<file path="config.mk">
export PLATFORM = sky130hd
export DESIGN_NAME = counter_seq
export DESIGN_NICKNAME = d
export VERILOG_FILES = /design/src/rtl/counter_seq_pkg.sv /design/src/rtl/counter_seq_core.sv /design/src/rtl/counter_seq.sv
export SDC_FILE = /design/constraint.sdc
export NUM_CORES = 1
export LEC_CHECK = 0
export BUFFER_PORTS_ARGS = -buffer_cell sky130_fd_sc_hd__buf_4
export CAP_MARGIN = 20
export CORE_MARGIN = 2
export CORE_UTILIZATION = 53
export DETAILED_ROUTE_END_ITERATION = 12
export PLACE_DENSITY = 0.77
export SLEW_MARGIN = 20
export SYNTH_ARGS = -nofsm -noshare
export SYNTH_HDL_FRONTEND = slang
export SYNTH_SLANG_ARGS = --single-unit
</file>
<file path="constraint.sdc">
create_clock -name ck -period 2.6 [get_ports ck]
set_clock_uncertainty 0.2 [all_clocks]
set_input_delay 0.13 -clock ck [delete_from_list [all_inputs] [get_ports ck]]
set_output_delay 0.13 -clock ck [all_outputs]
set_load 0.01 [all_outputs]
</file>
<file path="src/rtl/counter_seq_pkg.sv">
// Shared definitions for the counter sequencer: state encodings and default widths.
package counter_seq_pkg;

  localparam int DEF_W = 4;
  localparam int DEF_R = 4;

  typedef enum logic [1:0] {
    ST_IDLE = 2'd0,
    ST_RUN  = 2'd1,
    ST_HOLD = 2'd2,
    ST_DONE = 2'd3
  } state_t;

endpackage

</file>
<file path="src/rtl/counter_seq_core.sv">
// Count datapath: owns q, wraps at the programmed terminal value, exposes the
// terminal-compare flag to the sequencer.
module seq_cnt_core
  import counter_seq_pkg::*;
#(
  parameter int W = DEF_W
) (
  input  logic         ck,
  input  logic         clr,
  input  logic         en,
  input  logic [W-1:0] lim,
  output logic [W-1:0] q,
  output logic         eq
);

  assign eq = (q == lim);

  // Clear wins over enable; an enabled count at the terminal value wraps to 0.
  always_ff @(posedge ck) begin
    if (clr) begin
      q <= '0;
    end else if (en) begin
      q <= eq ? '0 : q + 1'b1;
    end
  end

endmodule

</file>
<file path="src/rtl/counter_seq.sv">
// Run-control sequencer for the counter datapath: start/stop/pause, latched
// terminal and repeat counts, tick on every wrap and done after the final pass.
//
//   state   | meaning
//   --------+-------------------------------------------------------------
//   ST_IDLE | waiting for start; q held at 0
//   ST_RUN  | counting 0..lim, one increment per cycle
//   ST_HOLD | paused; q frozen until pause drops
//   ST_DONE | single cycle after the last pass; done pulses, then IDLE
module counter_seq
  import counter_seq_pkg::*;
#(
  parameter int W = DEF_W,
  parameter int R = DEF_R
) (
  input  logic         ck,
  input  logic         res,
  input  logic         start,
  input  logic         stop,
  input  logic         pause,
  input  logic [W-1:0] limit,
  input  logic [R-1:0] rep,
  output logic [W-1:0] q,
  output logic         busy,
  output logic         tick,
  output logic         done
);

  state_t       state;
  logic [W-1:0] lim;
  logic [R-1:0] rp;
  logic [R-1:0] pc;
  logic         eq;
  logic         cnt_clr;
  logic         cnt_en;
  logic         last_pass;

  // The datapath is cleared on reset, stop, and when a run is launched, so a
  // new run always begins at 0 whatever state the previous one left behind.
  assign cnt_clr = res | stop | ((state == ST_IDLE) & start);
  assign cnt_en  = (state == ST_RUN) & ~pause;

  // pc counts completed passes; widen by one bit so pc+1 cannot alias rp.
  assign last_pass = (rp != '0) && (({1'b0, pc} + 1'b1) == {1'b0, rp});

  seq_cnt_core #(.W(W)) u_core (
    .ck  (ck),
    .clr (cnt_clr),
    .en  (cnt_en),
    .lim (lim),
    .q   (q),
    .eq  (eq)
  );

  // Sequencer FSM with registered status outputs; priority res > stop > rest.
  always_ff @(posedge ck) begin
    if (res) begin
      state <= ST_IDLE;
      lim   <= '0;
      rp    <= '0;
      pc    <= '0;
      busy  <= 1'b0;
      tick  <= 1'b0;
      done  <= 1'b0;
    end else begin
      tick <= 1'b0;
      done <= 1'b0;
      if (stop) begin
        state <= ST_IDLE;
        busy  <= 1'b0;
      end else begin
        case (state)
          ST_IDLE: begin
            if (start) begin
              lim   <= limit;
              rp    <= rep;
              pc    <= '0;
              state <= ST_RUN;
              busy  <= 1'b1;
            end
          end
          ST_RUN: begin
            if (pause) begin
              state <= ST_HOLD;
            end else if (eq) begin
              tick <= 1'b1;
              if (last_pass) begin
                state <= ST_DONE;
                done  <= 1'b1;
                busy  <= 1'b0;
              end else if (pc != {R{1'b1}}) begin
                // Free-running mode (rp=0) lets pc saturate rather than wrap.
                pc <= pc + 1'b1;
              end
            end
          end
          ST_HOLD: begin
            if (!pause) begin
              state <= ST_RUN;
            end
          end
          ST_DONE: begin
            state <= ST_IDLE;
          end
          default: begin
            state <= ST_IDLE;
            busy  <= 1'b0;
          end
        endcase
      end
    end
  end

endmodule
</file>
==> qor.csv, run 1 <==
stage,metric,value,unit
global_route,gr ovfl total,0,
place,Routability Congestion,0.799,
floorplanning,Chip Height,49.4,um
place,Worst Setup Slack post-DPL,203,ps
sta,"Hold Vio Cnt, Final",0,
logic_synthesis,mapped cell area,0.00109,mm^2
floorplanning,initial core utilization,55.7,%
logic_synthesis,"top cells by area, synth","dfxtp_1 (38%), nand2_1 (6.9%), xor2_1 (5.6%), a21oi_1 (5.5%), nand2b_1 (2.9%)",
layout,antenna diode count,0,
routing,Routed Antenna Nets,0,
power,P_int,445,uW
place,dpl cells,170,
logic_synthesis,Syn Inst Count,126,
place,Port Buffer Count,19,
power,P_leak,0.000574,uW
setup_path,Startpoint Class,flop,
setup_path,delay of the slowest critical-path stage,560,ps
logic_synthesis,post-synthesis net count,141,
power,switching power,158,uW
global_route,pin count of the biggest net entering global routing,18,
logic_synthesis,synth warn,0,
sta,achievable clock frequency,411,MHz
place,HPWL Detailed,1680,um
setup_path,R2R setup slack,170,ps
logic_synthesis,"Seq/Total Area, Yosys",38.4,%
global_route,initial antenna violation count,0,
cts,CTS buffer count,3,
sta,final worst slack,169,ps
logic_synthesis,post-synth cell types,41,
routing,via count of the routed design,1056,
logic_synthesis,largest area contributor in the netlist,dfxtp_1,
cts,H-Tree Level Count,1,
layout,final instance area,0.00147,mm^2
power,Sw Share,26.2,%
setup_path,FF-to-FF End,pc[3]$_SDFFE_PP0P_,
routing,1st-pass router iterations,4,
layout,layout cells sized above 1,20.6,%
cts,CTS tree,yes,
setup_path,R2R cell count,6,
sta,Final Slew Violations,0,
sta,unrepaired setup endpoints after global routing,no,
floorplanning,die area,0.00244,mm^2
sta,Slew headroom,61.8,%
routing,WL/cell,14.0,um
routing,drt total wl,2690,um
power,P per Cell Area,410,mW/mm^2
cts,PostCTS Resize Cnt,0,
routing,Vias per Instance,5.50,
setup_path,crit-path cells,ha_1 > and3_1 > or4_4 > a21oi_4 > o21ai_2 > a2111oi_2,
layout,fin cells,192,
layout,Final #Nets,181,
floorplanning,number of I/O pins,20,
cts,worst-case clock buffer depth,2,
cts,root buffer cell,clkbuf_4,
routing,Iter 0 DRT Violations,14,
sta,final hold slack,15.9,ps
global_route,first-pass GRT wire length,4850,um
floorplanning,# rows,16,
setup_path,CP Data Required Time,2620,ps
sta,minimum clock period,2430,ps
flow_run,MaxCap Viol Count,0,
setup_path,"Max FO, Critical Path",9,
worst_hold_path,worst min path class,input pin to flop,
logic_synthesis,area share of the largest cell type after synthesis,38.4,%
logic_synthesis,Synth Register Bits,21,
power,Comb pwr share,16.7,%
setup_path,Worst setup EP type,flop,
worst_hold_path,Hold Path End,state[0]$_SDFFE_PP0P_,
cts,Skew-Pair Late Insertion Delay,310,ps
sta,TNS Setup,0,ps
setup_path,Crit Path Category,flop to flop,
floorplanning,Core ar.,0.00196,mm^2
power,clock share of power,27.0,%
routing,Post-route DRC,0,
setup_path,R2R Path Start,pc[0]$_SDFFE_PP0P_,
power,Worst VDD drop,0.347,mV
place,DP Area,0.00126,mm^2
power,Sequential Power Share,56.2,%
cts,clk sinks,21,
worst_hold_path,min-delay src,stop,
setup_path,CP Data Arrival Time,2450,ps
setup_path,slowest CP cell,or4_4,
cts,CTS Hold Buffers Added,18,
layout,Syn-to-layout area delta,34.6,%
global_route,vias in the first global route,1075,
sta,final period utilization,93.5,%
setup_path,crit path from,pc[0]$_SDFFE_PP0P_,
sta,Final Setup Violations,0,
sta,Worst Max-Slew Pin Slew,570,ps
worst_hold_path,Hold Crit Depth,3,
logic_synthesis,syn avg cell area,8.68,um^2
floorplanning,Die Wd,49.4,um
cts,Clock Pin Slew Worst Setup and Hold Paths,120,ps
outcome,outcome,"complete, no violations",
global_route,GRT Total Usage,25.4,%
cts,"Setup Fix Bufs, Post-CTS",0,
[metrics by stage]
stage               util [%]  total power (uW)
finish                  75.0               603
global route            75.0               626
CTS                     75.0               597
detailed placement      64.5               424
global placement        64.5               422
floorplan                  -               393
[flip-flops by register name, summed over array words and instances (netlist names)]
name      count
lim           4
pc            4
busy          1
u_core.q      4
tick          1
state         2
done          1
rp            4
[layer usage]
layer / wire [um] / vias to the layer above / global-route usage (%)
met2: 1450 / 24 / 47.1
met3: 81 / 4 / 3.68
li1: - / 528 / -
met4: 31 / 0 / 6.02
met1: 1130 / 500 / 30.5
met5: 0 / - / 0
[Yosys cell counts, drive strengths merged]
cell type,n
nor3b,1
nor4,1
xnor2,2
nand3b,1
xor3,1
o32ai,1
a31o,2
clkbuf,2
or4,1
and2,2
xor2,7
o21ai,5
ha,2
nand2,20
o21ba,1
or2,1
nand4b,1
nand4,2
a211o,1
or3b,2
inv,3
buf,1
o22ai,1
nand2b,5
and3,3
or3,1
and2b,1
dfxtp,21
a31oi,1
o211ai,1
nand3,3
nor2b,1
nor3,5
a21oi,13
a221oi,1
a2111oi,1
nor2,7
a2111o,1
[critical path: cells and delay by family (launching register included)]
family          cells  cell delay, ps
simple gates        2             810
compound gates      3             680
flops               1             400
fa+ha+maj           1             270
[layout make-up]
class | instances | area [um^2]
clock buffer | 4 | 26.3
fill | 157 | 490
inverter | 3 | 11.3
multi-input combinational | 99 | 649
sequential | 21 | 420
tap | 27 | 33.8
timing repair buffer | 38 | 330
[logic make-up (layout without fill, tap and decap cells)]
group / count (synthesis) / in the layout / synth area share [%]
compound gates: 29 / 29 / 18.8
xor+xnor: 10 / 10 / 9.38
fa+ha+maj: 2 / 2 / 2.29
buf+inv: 6 / 45 / 2.17
flops: 21 / 21 / 38.4
simple gates: 58 / 58 / 28.9
[power by group through the flow]
stage / combinational [uW] / sequential (uW) / clock (uW)
after floorplan: 50.2 / 343 / 0
final: 101 / 339 / 163
after global placement: 77.4 / 345 / 0
after global routing: 111 / 340 / 175
after CTS: 98.2 / 338 / 161
after detailed placement: 79.1 / 345 / 0
[worst max-delay path by stage]
stage | to | slack [ps]
6_report | pc[3]$_SDFFE_PP0P_ | 170
3_5_place_dp | pc[3]$_SDFFE_PP0P_ | 200
2_1_floorplan | pc[3]$_SDFFE_PP0P_ | 360
5_1_grt | pc[3]$_SDFFE_PP0P_ | 2
4_1_cts | pc[1]$_SDFFE_PP0P_ | 180
3_3_place_gp | pc[3]$_SDFFE_PP0P_ | 300
[cell usage in the layout (no fill, tap or decap), types with 4 or more instances in the layout]
cell            n
dlygate4sd3_1  18
buf_4          20
nor2_1          6
nor3_1          5
nand2b_1        5
dfxtp_1        21
nand2_1        20
a21oi_1        12
xor2_1          7
o21ai_0         4
No activity file was read; power rests on OpenSTA's default activity.
==> run 2: changes to the inputs <==
--- a/config.mk
+++ b/config.mk
@@ -10,7 +10,7 @@
 export CORE_MARGIN = 2
 export CORE_UTILIZATION = 53
 export DETAILED_ROUTE_END_ITERATION = 12
-export PLACE_DENSITY = 0.77
+export PLACE_DENSITY = 0.84
 export SLEW_MARGIN = 20
 export SYNTH_ARGS = -nofsm -noshare
 export SYNTH_HDL_FRONTEND = slang
==> run 2 against run 1 <==
Net effect: global-route usage fell by 0.32 points; routed wire length rose by 5.5%; final cell count unchanged; worst setup slack improved by 11 ps; maximum frequency rose by 0.44%; count of clock-buffer cells in the layout unchanged; sequential power barely moved; combinational power about the same; highest routed layer unchanged; largest power group unchanged; largest cell class unchanged.
==> qor.csv, run 2 (synthesized netlist as in run 1, its figures left out) <==
stage,metric,value,unit,change
worst_hold_path,Hold Crit Depth,4,,was 3
outcome,outcome,"complete, no violations",,unchanged
worst_hold_path,worst min path class,input pin to flop,,unchanged
routing,Vias per Instance,5.68,,was 5.50
floorplanning,# rows,16,,unchanged
floorplanning,number of I/O pins,20,,unchanged
worst_hold_path,min-delay src,stop,,unchanged
place,Routability Congestion,0.865,,was 0.799
routing,1st-pass router iterations,4,,unchanged
layout,Syn-to-layout area delta,34.6,%,unchanged
setup_path,crit-path cells,ha_1 > and3_1 > or4_4 > a21oi_4 > o21ai_2 > a2111oi_2,,unchanged
power,switching power,157,uW,was 158 uW
routing,Max Used Layer,met4,,unchanged
setup_path,CP Data Arrival Time,2450,ps,about the same
sta,Final Setup Violations,0,,unchanged
power,Sw Share,26.1,%,was 26.2%
routing,Iter 0 DRT Violations,31,,was 14
place,DP Area,0.00126,mm^2,unchanged
cts,CTS tree,yes,,unchanged
setup_path,R2R Path Start,pc[0]$_SDFFE_PP0P_,,unchanged
setup_path,delay of the slowest critical-path stage,570,ps,was 560 ps
global_route,first-pass GRT wire length,4730,um,was 4850 um
setup_path,"Max FO, Critical Path",9,,unchanged
floorplanning,Core ar.,0.00196,mm^2,unchanged
setup_path,R2R setup slack,180,ps,was 170 ps
place,HPWL Detailed,1760,um,was 1680 um
setup_path,FF-to-FF End,pc[3]$_SDFFE_PP0P_,,unchanged
layout,antenna diode count,0,,unchanged
power,P per Cell Area,409,mW/mm^2,was 410 mW/mm^2
sta,achievable clock frequency,413,MHz,was 411 MHz
power,clock share of power,26.6,%,was 27.0%
routing,via count of the routed design,1090,,was 1056
sta,Slew headroom,66.0,%,was 61.8%
floorplanning,Die Wd,49.4,um,unchanged
routing,met3 wire length,104,um,was 81 um
setup_path,Worst setup EP type,flop,,unchanged
sta,Final Slew Violations,0,,unchanged
setup_path,CP Data Required Time,2630,ps,was 2620 ps
setup_path,R2R cell count,6,,unchanged
power,P_int,445,uW,about the same
setup_path,Startpoint Class,flop,,unchanged
floorplanning,die area,0.00244,mm^2,unchanged
sta,TNS Setup,0,ps,unchanged
layout,final instance area,0.00147,mm^2,unchanged
cts,Clock Pin Slew Worst Setup and Hold Paths,120,ps,about the same
power,Worst VDD drop,0.337,mV,was 0.347 mV
setup_path,Crit Path Category,flop to flop,,unchanged
cts,root buffer cell,clkbuf_4,,unchanged
setup_path,CP top delay family,simple AND/OR/NAND/NOR gates,,unchanged
sta,"Hold Vio Cnt, Final",0,,unchanged
global_route,pin count of the biggest net entering global routing,18,,unchanged
cts,CTS buffer count,3,,unchanged
routing,Routed Antenna Nets,0,,unchanged
cts,CTS Hold Buffers Added,18,,unchanged
floorplanning,Chip Height,49.4,um,unchanged
routing,routed wl met2,1430,um,was 1450 um
cts,worst-case clock buffer depth,2,,unchanged
sta,final period utilization,93.1,%,was 93.5%
layout,most frequent cells in the layout,"dfxtp_1 (21), nand2_1 (20), buf_4 (20), dlygate4sd3_1 (18), a21oi_1 (12)",,unchanged
worst_hold_path,Hold Path End,state[1]$_SDFFE_PP0P_,,was state[0]$_SDFFE_PP0P_
power,P_leak,0.000574,uW,unchanged
layout,Final #Nets,181,,unchanged
global_route,vias in the first global route,1084,,was 1075
global_route,gr ovfl total,0,,unchanged
global_route,GRT Total Usage,25.0,%,was 25.4%
setup_path,slowest CP cell,or4_4,,unchanged
sta,Worst Max-Slew Pin Slew,508,ps,was 570 ps
layout,layout cells sized above 1,20.6,%,unchanged
setup_path,Crit path buffers/inverters,0,,unchanged
cts,Skew-Pair Late Insertion Delay,310,ps,about the same
routing,Post-route DRC,0,,unchanged
sta,unrepaired setup endpoints after global routing,no,,unchanged
cts,"Setup Fix Bufs, Post-CTS",0,,unchanged
power,Comb pwr share,17.1,%,was 16.7%
routing,met1 WL,1250,um,was 1130 um
layout,"commonest non-fill, non-tap cell in the layout",dfxtp_1,,unchanged
cts,PostCTS Resize Cnt,0,,unchanged
floorplanning,initial core utilization,55.7,%,unchanged
cts,clk sinks,21,,unchanged
flow_run,MaxCap Viol Count,0,,unchanged
routing,WL/cell,14.8,um,was 14.0 um
routing,drt total wl,2840,um,was 2690 um
cts,H-Tree Level Count,1,,unchanged
global_route,initial antenna violation count,0,,unchanged
place,Port Buffer Count,19,,unchanged
power,Sequential Power Share,56.3,%,was 56.2%
sta,final hold slack,14.2,ps,was 15.9 ps
sta,minimum clock period,2420,ps,was 2430 ps
run 2: cell counts in the layout (fill, tap and decap cells not counted):
No cell type changed its count.
run 2: final cells by class:
cell class	count	area, um^2
multi-input combinational	99	649
fill	147	490
sequential	21	420
timing repair buffer	38	330
tap	27	33.8
clock buffer	4	26.3
inverter	3	11.3
run 2: worst max path at each step:
stage | cells past startpoint | from | slack, ps | to
final | 6 | pc[0]$_SDFFE_PP0P_ | 180 | pc[3]$_SDFFE_PP0P_
after global routing | 6 | pc[0]$_SDFFE_PP0P_ | 50 | pc[1]$_SDFFE_PP0P_
after CTS | 6 | pc[0]$_SDFFE_PP0P_ | 190 | pc[3]$_SDFFE_PP0P_
after detailed placement | 6 | pc[0]$_SDFFE_PP0P_ | 190 | pc[3]$_SDFFE_PP0P_
after global placement | 6 | pc[0]$_SDFFE_PP0P_ | 300 | pc[3]$_SDFFE_PP0P_
after floorplan | 6 | pc[0]$_SDFFE_PP0P_ | 360 | pc[3]$_SDFFE_PP0P_
run 2: power groups by stage:
stage	Sequential [uW]	Combinational [uW]	Clock (uW)
finish	339	103	160
CTS	338	99.2	159
detailed placement	345	80.1	0
global route	340	112	177
global placement	345	76.9	0
floorplan	343	50.2	0
run 2: layer usage:
layer  up-vias  global-route usage [%]
li1        526                       -
met1       529                    28.8
met2        27                    45.7
met3         8                    5.83
met4         0                    7.41
met5         -                       0
run 2: through the flow:
step,utilization (%),setup WS (ps),cells,power (uW)
floorplan,-,364,126,393
global placement,64.5,302,170,422
detailed placement,64.5,189,170,426
CTS,75.0,187,192,596
global route,75.0,46.1,192,629
finish,75.0,180,192,602
run 2: worst register-to-register path: stages (launching register included):
cell       delay, ps
dfxtp_1          390
ha_1             260
and3_1           240
or4_4            570
a21oi_4          260
o21ai_2           90
a2111oi_2        330
